$ cat src/rtl/tt_um_seq_mult_if.sv
// Operand/result handshake bundle for the sequential multiplier.
// The master drives operands and consumes the product; the slave is the multiplier.
interface tt_um_seq_mult_if #(
    parameter int WIDTH = 4
);
    logic                 in_valid;
    logic                 in_ready;
    logic [WIDTH-1:0]     a;
    logic [WIDTH-1:0]     b;
    logic                 signed_mode;
    logic                 out_valid;
    logic                 out_ready;
    logic [2*WIDTH-1:0]   product;

    modport master (
        output in_valid, a, b, signed_mode, out_ready,
        input  in_ready, out_valid, product
    );

    modport slave (
        input  in_valid, a, b, signed_mode, out_ready,
        output in_ready, out_valid, product
    );
endinterface

$ cat src/rtl/tt_um_seq_mult.sv
// Sequential shift-add multiplier, one multiplier bit per clock, with a sign-magnitude
// wrapper for two's-complement operands and valid/ready handshakes on both sides.
module tt_um_seq_mult #(
    parameter int WIDTH = 4
) (
    input  logic              clk,
    input  logic              rst_n,
    tt_um_seq_mult_if.slave   bus
);
    localparam int PW = 2 * WIDTH;
    localparam int CW = $clog2(WIDTH + 1);

    typedef enum logic [1:0] {
        S_IDLE = 2'd0,
        S_RUN  = 2'd1,
        S_DONE = 2'd2
    } state_t;

    state_t          state_q, state_d;
    logic [PW-1:0]   mcand_q;
    logic [WIDTH-1:0] mplier_q;
    logic [PW-1:0]   acc_q;
    logic            neg_q;
    logic [CW-1:0]   cnt_q;
    logic [PW-1:0]   product_q;

    logic [WIDTH-1:0] a_mag, b_mag;
    logic             neg_d;
    logic [PW-1:0]    acc_step;
    logic [PW-1:0]    prod_fix;
    logic             accept;
    logic             step;

    // |-2^(W-1)| wraps to 2^(W-1), which is exactly right read as unsigned.
    always_comb begin
        a_mag = (bus.signed_mode && bus.a[WIDTH-1]) ? -bus.a : bus.a;
        b_mag = (bus.signed_mode && bus.b[WIDTH-1]) ? -bus.b : bus.b;
        neg_d = bus.signed_mode & (bus.a[WIDTH-1] ^ bus.b[WIDTH-1]);
    end

    always_comb begin
        acc_step = mplier_q[0] ? (acc_q + mcand_q) : acc_q;
        prod_fix = neg_q ? -acc_q : acc_q;
    end

    assign accept = (state_q == S_IDLE) && bus.in_valid;
    assign step   = (state_q == S_RUN) && (cnt_q != '0);

    // FSM: state register
    always_ff @(posedge clk or negedge rst_n) begin
        if (!rst_n) state_q <= S_IDLE;
        else        state_q <= state_d;
    end

    // FSM: next state
    always_comb begin
        state_d = state_q;
        unique case (state_q)
            S_IDLE:  if (bus.in_valid)  state_d = S_RUN;
            S_RUN:   if (cnt_q == '0)   state_d = S_DONE;
            S_DONE:  if (bus.out_ready) state_d = S_IDLE;
            default:                    state_d = S_IDLE;
        endcase
    end

    // FSM: outputs
    always_comb begin
        bus.in_ready  = 1'b0;
        bus.out_valid = 1'b0;
        unique case (state_q)
            S_IDLE:  bus.in_ready  = 1'b1;
            S_DONE:  bus.out_valid = 1'b1;
            default: ;
        endcase
    end

    // Datapath: the RUN cycle with cnt_q==0 is the sign-fix/load into DONE.
    always_ff @(posedge clk or negedge rst_n) begin
        if (!rst_n) begin
            mcand_q   <= '0;
            mplier_q  <= '0;
            acc_q     <= '0;
            neg_q     <= 1'b0;
            cnt_q     <= '0;
            product_q <= '0;
        end else if (accept) begin
            mcand_q   <= PW'(a_mag);
            mplier_q  <= b_mag;
            acc_q     <= '0;
            neg_q     <= neg_d;
            cnt_q     <= CW'(WIDTH);
        end else if (step) begin
            acc_q     <= acc_step;
            mcand_q   <= mcand_q << 1;
            mplier_q  <= mplier_q >> 1;
            cnt_q     <= cnt_q - 1'b1;
        end else if (state_q == S_RUN) begin
            product_q <= prod_fix;
        end
    end

    assign bus.product = product_q;

endmodule

$ cat src/flat_wrapper.sv
// flat-port wrapper written by rule: the top's interface ports become plain ports
module tt_um_seq_mult_flat 
#(
    parameter int WIDTH = 4
)
  (clk, rst_n, bus_in_valid, bus_a, bus_b, bus_signed_mode, bus_out_ready, bus_in_ready, bus_out_valid, bus_product);
  tt_um_seq_mult_if #(.WIDTH(WIDTH)) bus_i ();
  input  logic clk;
  input  logic rst_n;
  input wire logic [$bits(bus_i.in_valid)-1:0] bus_in_valid;
  input wire logic [$bits(bus_i.a)-1:0] bus_a;
  input wire logic [$bits(bus_i.b)-1:0] bus_b;
  input wire logic [$bits(bus_i.signed_mode)-1:0] bus_signed_mode;
  input wire logic [$bits(bus_i.out_ready)-1:0] bus_out_ready;
  output wire logic [$bits(bus_i.in_ready)-1:0] bus_in_ready;
  output wire logic [$bits(bus_i.out_valid)-1:0] bus_out_valid;
  output wire logic [$bits(bus_i.product)-1:0] bus_product;
  assign bus_i.in_valid = bus_in_valid;
  assign bus_i.a = bus_a;
  assign bus_i.b = bus_b;
  assign bus_i.signed_mode = bus_signed_mode;
  assign bus_i.out_ready = bus_out_ready;
  assign bus_in_ready = bus_i.in_ready;
  assign bus_out_valid = bus_i.out_valid;
  assign bus_product = bus_i.product;
  tt_um_seq_mult #(.WIDTH(WIDTH)) u_core (.clk(clk), .rst_n(rst_n), .bus(bus_i));
endmodule
$ cat config.mk
export PLATFORM = sky130hd
export DESIGN_NAME = tt_um_seq_mult_flat
export DESIGN_NICKNAME = d
export VERILOG_FILES = /design/src/rtl/tt_um_seq_mult_if.sv /design/src/rtl/tt_um_seq_mult.sv /design/src/flat_wrapper.sv
export SDC_FILE = /design/constraint.sdc
export NUM_CORES = 1
export LEC_CHECK = 0
export CAP_MARGIN = 20
export CORE_MARGIN = 5
export CORE_UTILIZATION = 55
export CTS_CLUSTER_SIZE = 10
export DETAILED_ROUTE_END_ITERATION = 7
export PLACE_DENSITY = 0.87
export SYNTH_ARGS = -nofsm -noshare
export SYNTH_HDL_FRONTEND = slang
export SYNTH_SLANG_ARGS = --single-unit
$ cat constraint.sdc
create_clock -name clk -period 2.8 [get_ports clk]
set_input_delay 0.7 -clock clk [delete_from_list [all_inputs] [get_ports clk]]
set_output_delay 0.7 -clock clk [all_outputs]
set_load 0.01 [all_outputs]
## Yosys cells after proc, flatten, opt, wreduce, memory -nomap -nowiden

Cells that the tools add are included.

- Register bits after elaboration: 34
- Bits in latches: 0
- Bits in writable memories: 0
- Bits in read-only memories: 0
- Bits of input ports: 13
- Logic and storage cells: 51
- Memories: 0

- Add/subtract/negate cells: 5
- Multiply operators: 0
- Divide/modulo/power cells: 0
- Magnitude comparators: 0
- Eq/ne operators: 5
- Shift operators: 0
- Muxes and demuxes: 18
- Bitwise logic cells: 4
- Reduce and logical (&&, ||, !) cells: 12

Operators by type and width:

| kind | number |
|---|---|
| $mux 8 | 6 |
| $mux 4 | 4 |
| $add 8x8->8 | 1 |
| $neg 4->4 | 2 |
| $neg 8->8 | 1 |
| $mux 2 | 3 |
| $mux 3 | 2 |
| $ne 2x2->1 const B | 3 |
| $pmux 2 s3 | 1 |
| $reduce_and 3->1 | 2 |
| $logic_and 1x1->1 | 4 |
| $reduce_bool 2->1 | 2 |
| $logic_not 3->1 | 1 |
| $reduce_bool 3->1 | 1 |
| $sub 3x1->3 const B | 1 |
| $eq 2x1->1 const B | 1 |
| $eq 2x2->1 const B | 1 |
| $logic_not 2->1 | 1 |
| $mux 1 | 2 |
| $not 1->1 | 2 |
| $reduce_and 2->1 | 1 |
| $and 1x1->1 | 1 |
| $xor 1x1->1 | 1 |

## Logic depth before layout (Yosys ltp)

Gate-level depths: netlist (run 1).

- Word-level depth: 4
- Mapped depth: 8
- Depth with buffers taken out: 8

## Least setup slack after synthesis (run 1)

OpenSTA, ideal clock, no wires.

- Path kind: register -> register
- From: reg u_core.cnt_q[0]
- To: reg u_core.acc_q[7]
- Setup time: 0.124 ns
- Data arrival time: 1.929 ns
- Data required time: 2.676 ns
- Setup slack: 0.746 ns
- Stages on the path, launching flop included: 9
- Path buffers: 0
- Period minus slack after synthesis: 2.054 ns
- Cell sequence: dfrtp_1 -> inv_1 -> ha_1 -> ha_1 -> nor3b_4 -> nand2_2 -> or4_1 -> o211a_1 -> mux2i_1

- Longest elaborated chain between the ends: 4

Ends and longest elaborated chain:

| what | RTL line | RTL |
|---|---|---|
| from (decl) | tt_um_seq_mult.sv:24 | `logic [CW-1:0] cnt_q;` |
| from (signal assigned) | tt_um_seq_mult.sv:91 | `cnt_q <= CW'(WIDTH);` |
| from (signal assigned) | tt_um_seq_mult.sv:96 | `cnt_q <= cnt_q - 1'b1;` |
| $reduce_bool 3->1 | tt_um_seq_mult.sv:47 | `assign step = (state_q == S_RUN) && (cnt_q != '0);` |
| $logic_and 1x1->1 | tt_um_seq_mult.sv:47 |  |
| $reduce_bool 2->1 (no source line) | - |  |
| $reduce_and 2->1 (no source line) | - |  |
| to (signal assigned) | tt_um_seq_mult.sv:93 | `acc_q <= acc_step;` |
| to (decl) | tt_um_seq_mult.sv:22 | `logic [PW-1:0] acc_q;` |

Every way passes these cells.
A chain may end at the register's enable or synchronous reset.

## Final worst setup path (run 1)

- From: reg u_core.state_q[1]
- To: out bus_in_ready

- Longest elaborated chain between the ends: 2

Ends and longest elaborated chain:

| what | RTL line | RTL |
|---|---|---|
| from (decl) | tt_um_seq_mult.sv:19 | `state_t state_q, state_d;` |
| from (signal assigned) | tt_um_seq_mult.sv:52 | `else state_q <= state_d;` |
| $logic_not 2->1 | tt_um_seq_mult.sv:70 | `unique case (state_q)` |
| $mux 1 | tt_um_seq_mult.sv:70 |  |
| to (decl) | flat_wrapper.sv:15 | `output wire logic [$bits(bus_i.in_ready)-1:0] bus_in_ready;` |

Every way passes these cells.

==> flow_summary.ini, run 1 <==
[setup_path]
ff2ff_setup_slack_ns = 0.69
crit_path_start_kind = register
crit_type = reg2out
critical_path_required_ns = 2.10
endpoint_kind = output pin
cp_max_fo = 5
arrival_ns = 1.53

[routing]
drc = 0
ant_nets = 0
avgViaCountPerCell = 5.35
drt_wl_total_mm = 3.49
route.detailed.wl_per_inst_um = 12.1
first_iter_violations = 52
firstDrtPassIters = 5
vias = 1545

[sta]
relSlewSlack_pct = 64.4
fin_crit_ns = 2.23
setup_tns_ns = 0
tightest_slew_ns = 0.533
setup_viol = 0
period_share_pct = 79.8
fmax_ghz = 0.448
hold_viol_final = 0
slew_viol_final = 0
whs_ns = 0.483
finClkSkew_ns = 0.00557
grt_setup_unrepaired = false

[placement]
portBuffers = 22
gp_congestion = 0.781
dp_hpwl_mm = 2.75

[grt]
grt_max_degree = 35
overflow = 0
grt_pass1_vias = 1508
grt_antenna_before_repair = 0
grt_pass1_wl_mm = 6.25
grt_use_total_pct = 16.0

[die]
initial_core_util_pct = 57.5
die_h_um = 69.5
core_area_um2 = 3390
die-width_um = 69.5
row_count = 21
die_area_um2 = 4840
ioPinCount = 23

[power_and_ir_drop]
p_per_area_nw_per_um2 = 1060
vdd_drop_max_v = 0.000521
p_leak_nw = 1.05

[finish]
fillers = 293
areaGrowthSynthToFinish_pct = 16.8
drive_gt1_share_pct = 4.53
regArea_um2 = 851
diodes = 0
nNetsFinal = 268
multi_input_area_um2 = 1020

[clock_network]
holdBufCountCts = 0
post_cts.repair.setup_buffers = 0
cts_buffer_depth = 2
cts_max_level = 2
cts.reportedPaths.clkPinSlew_ns = 0.10
cts_tree = yes
cts_root_buf = clkbuf_4
clock_latency_ns = 0.33
cts_made_buffers = 5
cts_resized = 0
cts_num_sinks = 34

[synth]
synthArstFlopShare_pct = 100
syn_inst = 218
syn_area_um2 = 1950
synth_edf_count = 0
ys_warn_count = 0
synth_area_per_cell_um2 = 8.94
synth.distinct_cells = 38
synth-seq-cells = 34
yosysSeqAreaShare_pct = 43.6
synth_nets = 244
ys.flop_type = dfrtp_1

[worst_hold_path]
min_path_type = reg2reg

[run]
drv_cap = 0

[status]
status = finished clean
-- power by group --
part           switching [W]  leakage, nW  internal, W
logic               0.000682        0.576     0.000571
registers           0.000181        0.438     0.000708
clock network       0.000157       0.0353     0.000122
total                0.00102         1.05      0.00140
-- stage by stage --
| step | std cells | area [um2] | util, % | total power (W) | setup WS (ns) |
|---|---|---|---|---|---|
| finish | 289 | 2280 | 67.1 | 0.00242 | 0.566 |
| floorplan | 218 | 1950 | - | 0.00179 | 0.746 |
| global route | 289 | 2280 | 67.1 | 0.00268 | 0.434 |
| global placement | 281 | 2220 | 65.4 | 0.00212 | 0.680 |
| CTS | 289 | 2280 | 67.1 | 0.00245 | 0.555 |
| detailed placement | 281 | 2220 | 65.4 | 0.00217 | 0.629 |
-- cells in the final DEF (no fill, tap or decap), types with 2 or more instances in the layout --
cell type        count
nand2_1             43
a22o_1               2
clkbuf_4             5
nor3b_1              2
nand3b_1             2
o31ai_1              5
a21oi_1              9
a31oi_1              6
o21ai_0             19
xor2_1              10
clkdlybuf4s50_1     22
nor2_1              13
and3_1               2
mux2i_1              2
xnor2_1              3
nand2b_1             3
ha_1                12
a211oi_1             3
buf_4                2
inv_1               15
dfrtp_1             34
and2_1               2
nand3_1              3
nor2b_1              3
or3_1                3
-- critical path, stage by stage, from the launching register on --
cell and delay (ns):
dfrtp_1 0.46, nor2_1 0.18, clkdlybuf4s50_1 0.57
-- cells in the mapped netlist (3+ instances only) --
cell type	count	share of area, %
nand2_1	43	8.3
nor2b_1	3	0.96
or3_1	3	0.96
nand2b_1	3	0.96
nand3_1	3	0.77
a31oi_1	6	1.9
xnor2_1	3	1.3
xor2_1	10	4.5
dfrtp_1	34	44
a21oi_1	9	2.3
o31ai_1	5	1.9
clkbuf_1	7	1.3
nor2_1	13	2.5
o21ai_0	19	4.9
ha_1	12	7.7
a211oi_1	3	1.2
inv_1	15	2.9
-- routing by layer --
layer,vias to the layer above,track usage (%),wire length [um],part of all wire (%)
met3,8,3.48,175,5.0
met4,0,6.51,66,1.9
li1,797,-,-,-
met5,-,0,0,0
met1,711,17.7,1510,43
met2,29,29.4,1730,50
-- flip-flops by register name, indices dropped and copies added, names as in the netlist --
register	cells
u_core.mcand_q	8
u_core.state_q	2
u_core.bus.product	8
u_core.acc_q	8
u_core.mplier_q	4
u_core.cnt_q	3
u_core.neg_q	1
-- path summary, 6_finish.rpt --
check | end | cells after the start | startpoint
worst max-delay path | bus_in_ready | 2 | u_core.state_q[1]
worst min-delay path | u_core.bus.product[4] | 2 | u_core.bus.product[4]
worst max register to register | u_core.acc_q[7] | 8 | u_core.cnt_q[0]
worst min register to register | u_core.bus.product[4] | 2 | u_core.bus.product[4]
max in group asynchronous | u_core.mcand_q[7] | 2 | rst_n
min in group asynchronous | u_core.bus.product[4] | 2 | rst_n
-- kinds of logic after synthesis --
logic type	share of synthesized area [%]
AOI/OAI and AO/OA	16.4
xor gates and xnor gates	5.84
adders and majority gates	8.73
buffers and inverters	4.24
DFF	43.6
muxes	1.03
and+or+nand+nor	20.1
-- area by class of cell --
class / instances / area share, %
clock buffers: 7 / 2.42
clock inverters: 1 / 0.220
well taps: 46 / 2.53
flip-flops and latches: 34 / 37.4
multi-input cells: 162 / 44.6
inverters: 15 / 2.47
repair buffers: 24 / 10.3
Note: power is estimated with default switching activity, not from simulation.
==> run 2, diff against run 1 <==
--- a/config.mk
+++ b/config.mk
@@ -7,10 +7,10 @@
 export LEC_CHECK = 0
 export CAP_MARGIN = 20
 export CORE_MARGIN = 5
-export CORE_UTILIZATION = 55
+export CORE_UTILIZATION = 50
 export CTS_CLUSTER_SIZE = 10
 export DETAILED_ROUTE_END_ITERATION = 7
-export PLACE_DENSITY = 0.87
+export PLACE_DENSITY = 0.83
 export SYNTH_ARGS = -nofsm -noshare
 export SYNTH_HDL_FRONTEND = slang
 export SYNTH_SLANG_ARGS = --single-unit
==> constraint.sdc (replaced) <==
create_clock -name clk -period 1.95 [get_ports clk]
set_input_delay 0.4875 -clock clk [delete_from_list [all_inputs] [get_ports clk]]
set_output_delay 0.4875 -clock clk [all_outputs]
set_load 0.01 [all_outputs]
==> run 2 against run 1 <==
Against the previous run:
- sequential power increased by 44%
- final area increased by 8.8%
- global-route usage decreased by 0.42 points
- clock-buffer cell count unchanged
- flip-flop and latch count unchanged
- die area increased by 8.5%
- critical path depth increased by 4
- combinational power increased by 67%
==> flow_summary.ini, run 2 (synthesis gave the netlist of run 1 again) <==
[status]
status = finished clean

[sta]
tightest_slew_ns = 0.520
grt_setup_unrepaired = true
setup_viol = 0
period_share_pct = 97.1
fin_crit_ns = 1.89
finClkSkew_ns = 0.00455
hold_viol_final = 0
relSlewSlack_pct = 65.2
fmax_ghz = 0.528
slew_viol_final = 0
fin_ws_ns = 0.0572

[routing]
avgViaCountPerCell = 5.28
drt_wl_total_mm = 3.83
ant_nets = 0
first_iter_violations = 47
vias = 1605
firstDrtPassIters = 4
drc = 0
route.detailed.wl_per_inst_um = 12.6

[clock_network]
holdBufCountCts = 0
cts_root_buf = clkbuf_8
cts_num_sinks = 34
cts_tree = yes
cts.reportedPaths.clkPinSlew_ns = 0.07
cts_buffer_depth = 2
cts_max_level = 2
clock_latency_ns = 0.29
cts_made_buffers = 5

[setup_path]
cp.buffers_inverters = 0
regToRegStartpoint = u_core.mcand_q[1]
arrival_ns = 2.06
reg2reg_depth = 6
cp_max_fo = 2
crit_path_start_kind = register
endpoint_kind = register
crit_start = u_core.mcand_q[1]
ff2ff_setup_slack_ns = 0.06
r2r_end = u_core.acc_q[7]
path_cells = ha_4 -> a211oi_4 -> nor3_2 -> or4_1 -> o211a_1 -> mux2i_1
critical_path.top_delay_family = simple AND/OR/NAND/NOR gates
crit_type = reg2reg
cp_slowest_cell = or4_1
max_stage_delay_ns = 0.51
critical_path_required_ns = 2.12

[finish]
final_common_cell = nand2_1
utilization_pct = 66.6
areaGrowthSynthToFinish_pct = 27.0
most-common-layout-cells = nand2_1, dfrtp_1, clkdlybuf4s50_1
drive_gt1_share_pct = 13.3
nNetsFinal = 281
fillers = 295
diodes = 0
regArea_um2 = 852
multi_input_area_um2 = 1080

[grt]
grt_pass1_vias = 1507
grt_use_total_pct = 15.6
grt_max_degree = 35
grt_pass1_wl_mm = 6.37
overflow = 0
grt_antenna_before_repair = 0

[die]
initial_core_util_pct = 52.5
ioPinCount = 23
row_count = 22
core_area_um2 = 3720
die_h_um = 72.4
die-width_um = 72.4
die_area_um2 = 5250

[placement]
portBuffers = 22
dp_hpwl_mm = 2.88
gp_congestion = 0.841
dp_slack_ns = -0.0761

[run]
drv_cap = 0

[power_and_ir_drop]
p_leak_nw = 1.14
vdd_drop_max_v = 0.000746
p_per_area_nw_per_um2 = 1580

[worst_hold_path]
hold_depth = 2
min_path_type = reg2reg
hold-path-endpoint = u_core.bus.product[4]
hold_path.startpoint = u_core.bus.product[4]
[run 2: how the worst max path moves through the flow]
stage,slack (ns),depth (start not counted),endpoint
after CTS,0.02,6,u_core.acc_q[7]
after global routing,0.0004,6,u_core.acc_q[7]
after global placement,-0.02,6,u_core.acc_q[7]
after floorplan,0.02,8,u_core.acc_q[7]
final,0.06,6,u_core.acc_q[7]
after detailed placement,-0.08,6,u_core.acc_q[7]
[run 2: report_power, final]
group	internal (W)	switching [W]
Sequential	0.00102	0.000260
Clock	0.000285	0.000248
Combinational	0.000996	0.00109
[run 2: worst reg2reg max path: stages, from the launching register on]
cell and delay [ns]:
dfrtp_1 0.41, ha_4 0.26, a211oi_4 0.25, nor3_2 0.08, or4_1 0.51, o211a_1 0.14, mux2i_1 0.12
[run 2: area by class of cell]
class	count	area share (%)
Timing Repair Buffer	37	13.5
Clock inverter	1	0.202
Inverter	15	2.27
Sequential cell	34	34.4
Tap cell	48	2.43
Multi-Input combinational cell	162	43.7
Clock buffer	7	3.49
[run 2: timing repair]
item	in CTS	in global routing
pin swaps	1	7
buffers inserted	0	3
gates cloned	0	0
resized for setup	4	11
setup endpoints to repair	3	4
[run 2: routing by layer]
layer  vias to the layer above  routed length, um  track usage (%)
li1                        820                  -                -
met1                       741               1670             17.7
met2                        36               1880             27.4
met3                         8                208             4.29
met4                         0                 69             6.76
met5                         -                  0                0
[run 2: per-stage QoR]
stage               TNS, ns  area (um2)  power, W  std cells  hold slack, ns
floorplan                 0        1950   0.00258        218           0.192
global placement    -0.0192        2300   0.00317        293           0.460
detailed placement  -0.0761        2300   0.00324        293           0.469
CTS                       0        2390   0.00380        301           0.483
global route              0        2480   0.00426        304           0.502
finish                    0        2480   0.00390        304           0.474
